## src/rtl/beat_rate_if.sv

```systemverilog
// Control and result signals of the beat rate meter, bundled for the datapath.
// The master drives run/flush/beat inputs; the slave (meter) returns the rate.
interface beat_rate_if #(
  parameter int BPM_W = 8
);
  logic             enable;
  logic             clear;
  logic             beat_in;
  logic [BPM_W-1:0] bpm;
  logic             bpm_valid;
  logic             bpm_update;
  logic             bpm_sat;
  logic             beat_seen;

  modport master (
    output enable, clear, beat_in,
    input  bpm, bpm_valid, bpm_update, bpm_sat, beat_seen
  );

  modport slave (
    input  enable, clear, beat_in,
    output bpm, bpm_valid, bpm_update, bpm_sat, beat_seen
  );
endinterface

```

## src/rtl/beat_rate_meter.sv

```systemverilog
// Sliding-window heart-rate meter: qualified beats are counted per segment,
// the last SEGMENTS counts are summed and scaled to beats per minute.
module beat_rate_meter #(
  parameter int SEG_CYCLES     = 100_000_000,
  parameter int SEGMENTS       = 4,
  parameter int SCALE          = 4,
  parameter int REFRACT_CYCLES = 25_000_000,
  parameter int CNT_W          = 6,
  parameter int BPM_W          = 8
) (
  input logic       clk,
  input logic       rst_n,
  beat_rate_if.slave bus
);

  localparam int SUM_W  = CNT_W + $clog2(SEGMENTS);
  localparam int TMR_W  = $clog2(SEG_CYCLES);
  localparam int LCK_W  = $clog2(REFRACT_CYCLES + 1);
  localparam int PTR_W  = $clog2(SEGMENTS);
  localparam int FILL_W = $clog2(SEGMENTS + 1);
  localparam int PROD_W = SUM_W + $clog2(SCALE + 1);
  localparam int CMP_W  = (PROD_W > BPM_W) ? PROD_W : BPM_W + 1;
  localparam logic [CMP_W-1:0] BPM_MAX = {{(CMP_W-BPM_W){1'b0}}, {BPM_W{1'b1}}};

  logic             beat_prev;
  logic [LCK_W-1:0] lockout;
  logic [TMR_W-1:0] timer;
  logic [CNT_W-1:0] seg_cnt;
  logic [CNT_W-1:0] ring [SEGMENTS];
  logic [PTR_W-1:0] wr_ptr;
  logic [SUM_W-1:0] sum;
  logic [FILL_W-1:0] fill;

  logic [BPM_W-1:0] bpm_q;
  logic             bpm_valid_q;
  logic             bpm_update_q;
  logic             bpm_sat_q;
  logic             beat_seen_q;

  logic             beat_edge;
  logic             accept;
  logic             seg_tick;
  logic [CNT_W-1:0] cnt_next;
  logic [SUM_W-1:0] sum_next;
  logic [FILL_W-1:0] fill_next;
  logic [CMP_W-1:0] product;

  always_comb begin
    beat_edge = bus.beat_in & ~beat_prev;
    accept    = bus.enable & beat_edge & (lockout == '0);
    seg_tick  = bus.enable & (timer == TMR_W'(SEG_CYCLES - 1));
    cnt_next  = (accept && (seg_cnt != '1)) ? seg_cnt + CNT_W'(1) : seg_cnt;
    // Sum and bpm are taken from the closing count so a beat accepted on the
    // tick cycle lands in the segment that is closing.
    sum_next  = sum - SUM_W'(ring[wr_ptr]) + SUM_W'(cnt_next);
    fill_next = (fill == FILL_W'(SEGMENTS)) ? fill : fill + FILL_W'(1);
    product   = CMP_W'(sum_next) * CMP_W'(SCALE);
  end

  always_ff @(posedge clk or negedge rst_n) begin
    if (!rst_n) begin
      beat_prev    <= 1'b0;
      lockout      <= '0;
      timer        <= '0;
      seg_cnt      <= '0;
      wr_ptr       <= '0;
      sum          <= '0;
      fill         <= '0;
      bpm_q        <= '0;
      bpm_valid_q  <= 1'b0;
      bpm_update_q <= 1'b0;
      bpm_sat_q    <= 1'b0;
      beat_seen_q  <= 1'b0;
      for (int unsigned i = 0; i < SEGMENTS; i++) ring[i] <= '0;
    end else if (bus.clear) begin
      beat_prev    <= 1'b0;
      lockout      <= '0;
      timer        <= '0;
      seg_cnt      <= '0;
      wr_ptr       <= '0;
      sum          <= '0;
      fill         <= '0;
      bpm_q        <= '0;
      bpm_valid_q  <= 1'b0;
      bpm_update_q <= 1'b0;
      bpm_sat_q    <= 1'b0;
      beat_seen_q  <= 1'b0;
      for (int unsigned i = 0; i < SEGMENTS; i++) ring[i] <= '0;
    end else if (bus.enable) begin
      beat_prev    <= bus.beat_in;
      beat_seen_q  <= accept;
      bpm_update_q <= seg_tick;

      if (accept)
        lockout <= LCK_W'(REFRACT_CYCLES);
      else if (lockout != '0)
        lockout <= lockout - LCK_W'(1);

      if (seg_tick) begin
        timer        <= '0;
        seg_cnt      <= '0;
        ring[wr_ptr] <= cnt_next;
        sum          <= sum_next;
        fill         <= fill_next;
        wr_ptr       <= (wr_ptr == PTR_W'(SEGMENTS - 1)) ? '0 : wr_ptr + PTR_W'(1);
        bpm_q        <= (product > BPM_MAX) ? '1 : product[BPM_W-1:0];
        bpm_sat_q    <= (product > BPM_MAX);
        bpm_valid_q  <= (fill_next == FILL_W'(SEGMENTS));
      end else begin
        timer   <= timer + TMR_W'(1);
        seg_cnt <= cnt_next;
      end
    end else begin
      bpm_update_q <= 1'b0;
      beat_seen_q  <= 1'b0;
    end
  end

  assign bus.bpm        = bpm_q;
  assign bus.bpm_valid  = bpm_valid_q;
  assign bus.bpm_update = bpm_update_q;
  assign bus.bpm_sat    = bpm_sat_q;
  assign bus.beat_seen  = beat_seen_q;

endmodule

```

## src/flat_wrapper.sv

```systemverilog
// flat-port wrapper written by rule: the top's interface ports become plain ports
module beat_rate_meter_flat 
#(
  parameter int SEG_CYCLES     = 100_000_000,
  parameter int SEGMENTS       = 4,
  parameter int SCALE          = 4,
  parameter int REFRACT_CYCLES = 25_000_000,
  parameter int CNT_W          = 6,
  parameter int BPM_W          = 8
)
  (clk, rst_n, bus_enable, bus_clear, bus_beat_in, bus_bpm, bus_bpm_valid, bus_bpm_update, bus_bpm_sat, bus_beat_seen);
  beat_rate_if #(.BPM_W(BPM_W)) bus_i ();
  input logic clk;
  input logic rst_n;
  input wire logic [$bits(bus_i.enable)-1:0] bus_enable;
  input wire logic [$bits(bus_i.clear)-1:0] bus_clear;
  input wire logic [$bits(bus_i.beat_in)-1:0] bus_beat_in;
  output wire logic [$bits(bus_i.bpm)-1:0] bus_bpm;
  output wire logic [$bits(bus_i.bpm_valid)-1:0] bus_bpm_valid;
  output wire logic [$bits(bus_i.bpm_update)-1:0] bus_bpm_update;
  output wire logic [$bits(bus_i.bpm_sat)-1:0] bus_bpm_sat;
  output wire logic [$bits(bus_i.beat_seen)-1:0] bus_beat_seen;
  assign bus_i.enable = bus_enable;
  assign bus_i.clear = bus_clear;
  assign bus_i.beat_in = bus_beat_in;
  assign bus_bpm = bus_i.bpm;
  assign bus_bpm_valid = bus_i.bpm_valid;
  assign bus_bpm_update = bus_i.bpm_update;
  assign bus_bpm_sat = bus_i.bpm_sat;
  assign bus_beat_seen = bus_i.beat_seen;
  beat_rate_meter #(.SEG_CYCLES(SEG_CYCLES), .SEGMENTS(SEGMENTS), .SCALE(SCALE), .REFRACT_CYCLES(REFRACT_CYCLES), .CNT_W(CNT_W), .BPM_W(BPM_W)) u_core (.clk(clk), .rst_n(rst_n), .bus(bus_i));
endmodule
```

## config.mk

```make
export PLATFORM = sky130hd
export DESIGN_NAME = beat_rate_meter_flat
export DESIGN_NICKNAME = d
export VERILOG_FILES = /design/src/rtl/beat_rate_if.sv /design/src/rtl/beat_rate_meter.sv /design/src/flat_wrapper.sv
export SDC_FILE = /design/constraint.sdc
export NUM_CORES = 1
export LEC_CHECK = 0
export ABC_AREA = 1
export ABC_CLOCK_PERIOD_IN_PS = 4200
export BUFFER_PORTS_ARGS = -buffer_cell sky130_fd_sc_hd__buf_2
export CAP_MARGIN = 40
export CORE_MARGIN = 8
export CORE_UTILIZATION = 63
export DETAILED_ROUTE_END_ITERATION = 12
export MAX_ROUTING_LAYER = met4
export PLACE_DENSITY = 0.8
export SKIP_LAST_GASP = 1
export SLEW_MARGIN = 15
export SYNTH_ARGS = -nofsm -noshare
export SYNTH_HDL_FRONTEND = slang
export SYNTH_SLANG_ARGS = --single-unit
```

## constraint.sdc

```tcl
create_clock -name clk -period 4.2 [get_ports clk]
set_input_delay 0.21 -clock clk [delete_from_list [all_inputs] [get_ports clk]]
set_output_delay 0.21 -clock clk [all_outputs]
set_load 0.05 [all_outputs]
```

Word-level counts from Yosys, hierarchy flattened:

Cells that the tools add are included.

* add/subtract/negate cells: 7
* multiply operators: 0
* divide/modulo/power cells: 0
* magnitude comparators: 3
* eq/ne operators: 5
* shift operators: 0
* muxes and demuxes: 47
* bitwise logic cells: 6
* reductions and logical operators: 9

Operator list (number)
* $mux 25: 4
* $mux 27: 3
* $mux 24: 3
* $mux 8: 7
* $mux 6: 7
* $add 27x1->27 const B: 1
* $eq 27x27->1 const B: 1
* $logic_not 25->1: 1
* $reduce_bool 25->1: 1
* $sub 25x1->25 const B: 1
* $bwmux 24: 1
* $bmux 6 s2: 1
* $demux 6 s2: 1
* $mux 1: 12
* $mux 3: 4
* $gt 10x8->1 const B: 1
* $add 8x6->8: 1
* $mux 2: 4
* $sub 8x6->8: 1
* $add 6x1->6 const B: 1
* $eq 3x3->1 const B: 2
* $ne 6x6->1 const B: 1
* $and 1x1->1: 4
* $reduce_and 2->1: 2
* 10 further kinds: 12

* flip-flop bits (word level): 108
* bits in latches: 0
* bits in writable memories: 0
* bits in read-only memories: 0
* output and inout bits: 12
* memories: 0

Longest topological paths before layout:

* depth after elaboration: 12
* gate-level depth with buffers: 24
* depth with buffers taken out: 24

Worst setup path before layout:

OpenSTA, ideal clock, no wires.

* path kind: register -> register
* start point: register u_core.lockout[0]
* end point: register u_core.bpm_q[2] (netlist: u_core.bus.bpm[2])
* setup time: 0.124 ns
* data arrival time: 3.013 ns
* data required time: 4.076 ns
* slack: 1.063 ns
* cell stages (with the launch flop): 23
* clock period less this slack: 3.137 ns
* path through: dfrtp_1 -> inv_1 -> ha_1 -> inv_1 -> nor2_1 -> nand2_1 -> nor2_2 -> nand3_2 -> nor2_4 -> nand2_1 -> nand2_2 -> nand2_1 -> inv_1 -> fa_1 -> ha_1 -> nand2_1 -> inv_1 -> a21oi_1 -> nand3_1 -> nand2_1 -> nor2_2 -> nor2_2 -> nand2_1

* word-level cells in the longest chain between the ends: 10

Ends and longest elaborated chain
* from (decl): line beat_rate_meter.sv:26 `logic [LCK_W-1:0] lockout;`
* from (signal assigned): line beat_rate_meter.sv:95 `lockout <= LCK_W'(REFRACT_CYCLES);`
* from (signal assigned): line beat_rate_meter.sv:97 `lockout <= lockout - LCK_W'(1);`
* $logic_not 25->1 (*): line beat_rate_meter.sv:50 `accept = bus.enable & beat_edge & (lockout == '0);`
* $and 1x1->1 (*): line beat_rate_meter.sv:50
* $logic_and 1x1->1 (*): line beat_rate_meter.sv:52 `cnt_next = (accept && (seg_cnt != '1)) ? seg_cnt + CNT_W'(1) : seg_cnt;`
* $mux 6 (*): line beat_rate_meter.sv:52
* $add 8x6->8 (*): line beat_rate_meter.sv:55 `sum_next = sum - SUM_W'(ring[wr_ptr]) + SUM_W'(cnt_next);`
* $gt 10x8->1: line beat_rate_meter.sv:106 `bpm_q <= (product > BPM_MAX) ? '1 : product[BPM_W-1:0];`
* $mux 8 (*): line beat_rate_meter.sv:106
* $mux 8 (*): line beat_rate_meter.sv:99 `if (seg_tick) begin`
* $mux 8 (*): line beat_rate_meter.sv:89 `end else if (bus.enable) begin`
* $mux 8 (*): line beat_rate_meter.sv:75 `end else if (bus.clear) begin`
* to (signal assigned): line beat_rate_meter.sv:106
* to (decl): line beat_rate_meter.sv:34 `logic [BPM_W-1:0] bpm_q;`

Every way passes the cells marked *; elsewhere a longest branch is shown, timed or not. The select of a mux whose other input is x is not followed.
A chain may end at the register's enable or synchronous reset.

Worst setup path in the final report:

* start point: register u_core.lockout[10]
* end point: register u_core.bpm_q[5] (netlist: u_core.bus.bpm[5])

The elaborated chain is that of the path after synthesis.

==> results.py <==
metrics = {
    "timing": {
        "post-route-min-period_ns": 3.53,
        "finClkSkew_ns": 0.0136,
        "fin_crit_sh_pct": 84.1,
        "fin_setup_tns_ns": 0,
        "max_slew_margin_pct": 49.9,
        "hold_ws_ns": 0.132,
        "setup_viol": 0,
        "tightest_slew_ns": 0.749,
        "final_max_slew_viol_count": 0,
        "hold_viol_final": 0,
        "grt_setup_unrepaired": "false",
        "max_freq_ghz": 0.283,
    },
    "route": {
        "first_pass_iters": 7,
        "drt_iter0_drc": 474,
        "drc": 0,
        "ant_nets": 0,
        "avgViaCountPerCell": 5.52,
        "via_count": 6140,
        "detail_route.wl_per_cell_um": 14.4,
        "routed_wl_um": 16100,
    },
    "placement": {
        "routabilityCongestion": 0.933,
        "io_buffers": 16,
        "place_hpwl_um": 11700,
    },
    "power_and_ir_drop": {
        "power_leakage_nw": 3.81,
        "ir_drop_mv": 0.381,
        "power.density_nw_per_um2": 452,
    },
    "logic_synthesis": {
        "ys_seq_area_share_pct": 38.4,
        "synth_commonest_cells": "293 x nand2_1, 113 x nand3_1, 111 x nor2_1, 106 x dfrtp_1, 99 x inv_1",
        "synth-seq-cells": 106,
        "yosysTopAreaCell": "dfrtp_1",
        "synth_nets": 986,
        "synth_area_per_cell_sq_um": 7.22,
        "ys_warn_count": 0,
        "synth_top_area_share_pct": 38.4,
        "yosys-top-cells-area": "dfrtp_1 38%, nand2_1 16%, nand3_1 8.2%",
        "ys.flop_type": "dfrtp_1",
        "synth_cells": 957,
        "post-synth-top-count-cell": "nand2_1",
        "ys_types": 43,
        "synth_edf_count": 0,
        "syn_area_sq_um": 6910,
        "synthArstFlopShare_pct": 100,
    },
    "grt": {
        "grt_max_degree": 41,
        "track_usage_pct": 24.1,
        "first_global_vias": 5782,
        "antenna_found_initial": 0,
        "grt_pass1_wl_um": 27900,
        "gr-total-overflow": 0,
    },
    "floorplanning": {
        "die_w_um": 121,
        "fp.dieArea_sq_um": 14600,
        "io_pins": 17,
        "start_util_pct": 64.0,
        "fp.dieH_um": 121,
        "rows": 38,
        "core_sq_um": 10800,
    },
    "cts": {
        "cts_sinks": 106,
        "clockRootBuffer": "clkbuf_8",
        "cts_setup_buffers": 0,
        "clk_latency_ns": 0.39,
        "cts_buffer_depth": 2,
        "htreeDepth": 3,
        "cts_tree": "yes",
        "cts_inserted_buffers": 9,
        "clk_pin_slew_ns": 0.10,
        "cts_resized": 0,
    },
    "min_path": {
        "holdCritPathClass": "input port to flop",
    },
    "final_layout": {
        "drive_gt1_share_pct": 9.04,
        "areaGrowthSynthToFinish_pct": 5.11,
        "antenna_cells": 0,
        "fillCellCount": 941,
        "nets": 998,
    },
    "job": {
        "cap_violations": 0,
    },
    "critical_path": {
        "arrival_ns": 3.81,
        "criticalPathCategory": "flop to flop",
        "crit_required_ns": 4.48,
        "crit_path_start_kind": "flop",
        "cp_max_fo": 8,
        "endpoint_kind": "flop",
    },
    "run_status": {
        "status": "completed",
    },
}
worst max-delay path: stages (launching register included):
cell and delay, ns:
dfrtp_1 0.43, nor2_1 0.23, nand2_2 0.13, nor2_4 0.20
nand2_1 0.09, nor2_2 0.16, nand4_1 0.24, nand2_1 0.16
inv_1 0.06, fa_1 0.44, ha_1 0.37, nand2_1 0.09
nand2_1 0.07, a21oi_1 0.16, nand3_1 0.10, nand2_1 0.13
nor2_2 0.05, nor2_2 0.21, nand2_1 0.09
metrics by stage:
step / total power [mW] / area (sq um) / setup slack [ns] / cells / util (%)
after floorplan: 2.44 / 6910 / 1.06 / 957 / -
after global placement: 2.68 / 7070 / 0.771 / 1096 / 65.5
after detailed placement: 2.72 / 7090 / 0.661 / 1097 / 65.7
after CTS: 3.29 / 7260 / 0.647 / 1113 / 67.3
after global routing: 3.57 / 7260 / 0.328 / 1113 / 67.3
final: 3.29 / 7260 / 0.670 / 1113 / 67.3
kinds of logic (layout without fill, tap and decap cells):
logic type | count (synthesis) | after routing | synth area share, %
adders and majority gates | 24 | 24 | 5.00
DFF | 106 | 106 | 38.4
and+or+nand+nor | 603 | 603 | 40.0
buffers and inverters | 127 | 143 | 7.84
AOI/OAI and AO/OA | 76 | 76 | 6.15
xor gates and xnor gates | 21 | 21 | 2.66
flip-flops by register name, summed over array words and instances (netlist names), 2 cells and up:
register        flops
u_core.sum          8
u_core.lockout     25
u_core.seg_cnt      6
u_core.wr_ptr       2
u_core.timer       27
u_core.fill         3
u_core.ring        24
u_core.bus.bpm      7
final cells by class:
| cell class | instances | area (sq um) | share of cell area [%] |
|---|---|---|---|
| multi-input cells | 724 | 3720 | 51.2 |
| flip-flops and latches | 106 | 2650 | 36.5 |
| inverters | 106 | 415 | 5.72 |
| well taps | 140 | 175 | 2.41 |
| repair buffers | 22 | 143 | 1.96 |
| clock buffers | 11 | 131 | 1.81 |
| clock inverters | 4 | 30.0 | 0.413 |
path summary, 6_finish.rpt:
path                       slack [ns]  depth (start not counted)                 start              endpoint
setup / recovery                 0.67                         18    u_core.lockout[10]     u_core.bus.bpm[5]
hold / removal                   0.13                          3           bus_beat_in      u_core.beat_prev
setup reg to reg                 0.67                         18    u_core.lockout[10]     u_core.bus.bpm[5]
hold reg to reg                  0.48                          2  u_core.bus.bpm_valid  u_core.bus.bpm_valid
max in group asynchronous        3.06                          3                 rst_n       u_core.ring[15]
min in group asynchronous        0.31                          2                 rst_n     u_core.lockout[7]
placed cells by master (no fill, tap or decap), drive strengths merged, types with 2 or more instances in the layout:
master / synthesis / final
nor3b: 5 / 5
a31oi: 2 / 2
o21ai: 39 / 39
ha: 18 / 18
nor3: 13 / 13
nor2: 131 / 131
o21bai: 3 / 3
o22ai: 5 / 5
xnor2: 8 / 8
fa: 6 / 6
dfrtp: 106 / 106
nand2: 310 / 310
a32o: 4 / 4
clkinv: 2 / 2
nand3: 119 / 119
buf: 17 / 21
a21oi: 21 / 21
inv: 104 / 104
clkbuf: 4 / 11
xor2: 13 / 13
nand4: 21 / 21
clkinvlp: 0 / 4
what timing repair did:
action                                  CTS  global route
endpoints found under the hold margin    31             0
hold buffers                              1             0
endpoints found under the setup margin    0             0
layer usage:
metal | vias up | wire [um] | part of all wire, % | global-route usage [%]
met5 | - | 0 | 0 | -
met4 | 0 | 148 | 0.92 | 5.70
met3 | 12 | 893 | 5.6 | 5.64
met2 | 167 | 7460 | 46 | 36.4
met1 | 2878 | 7550 | 47 | 32.1
li1 | 3083 | - | - | -
power by group:
group          internal [mW]  switching, mW  leakage [nW]
clock                  0.213          0.352        0.0677
sequential              1.12          0.116          1.47
combinational          0.497          0.990          2.27
total                   1.83           1.46          3.81
No activity file was read; power rests on OpenSTA's default activity.
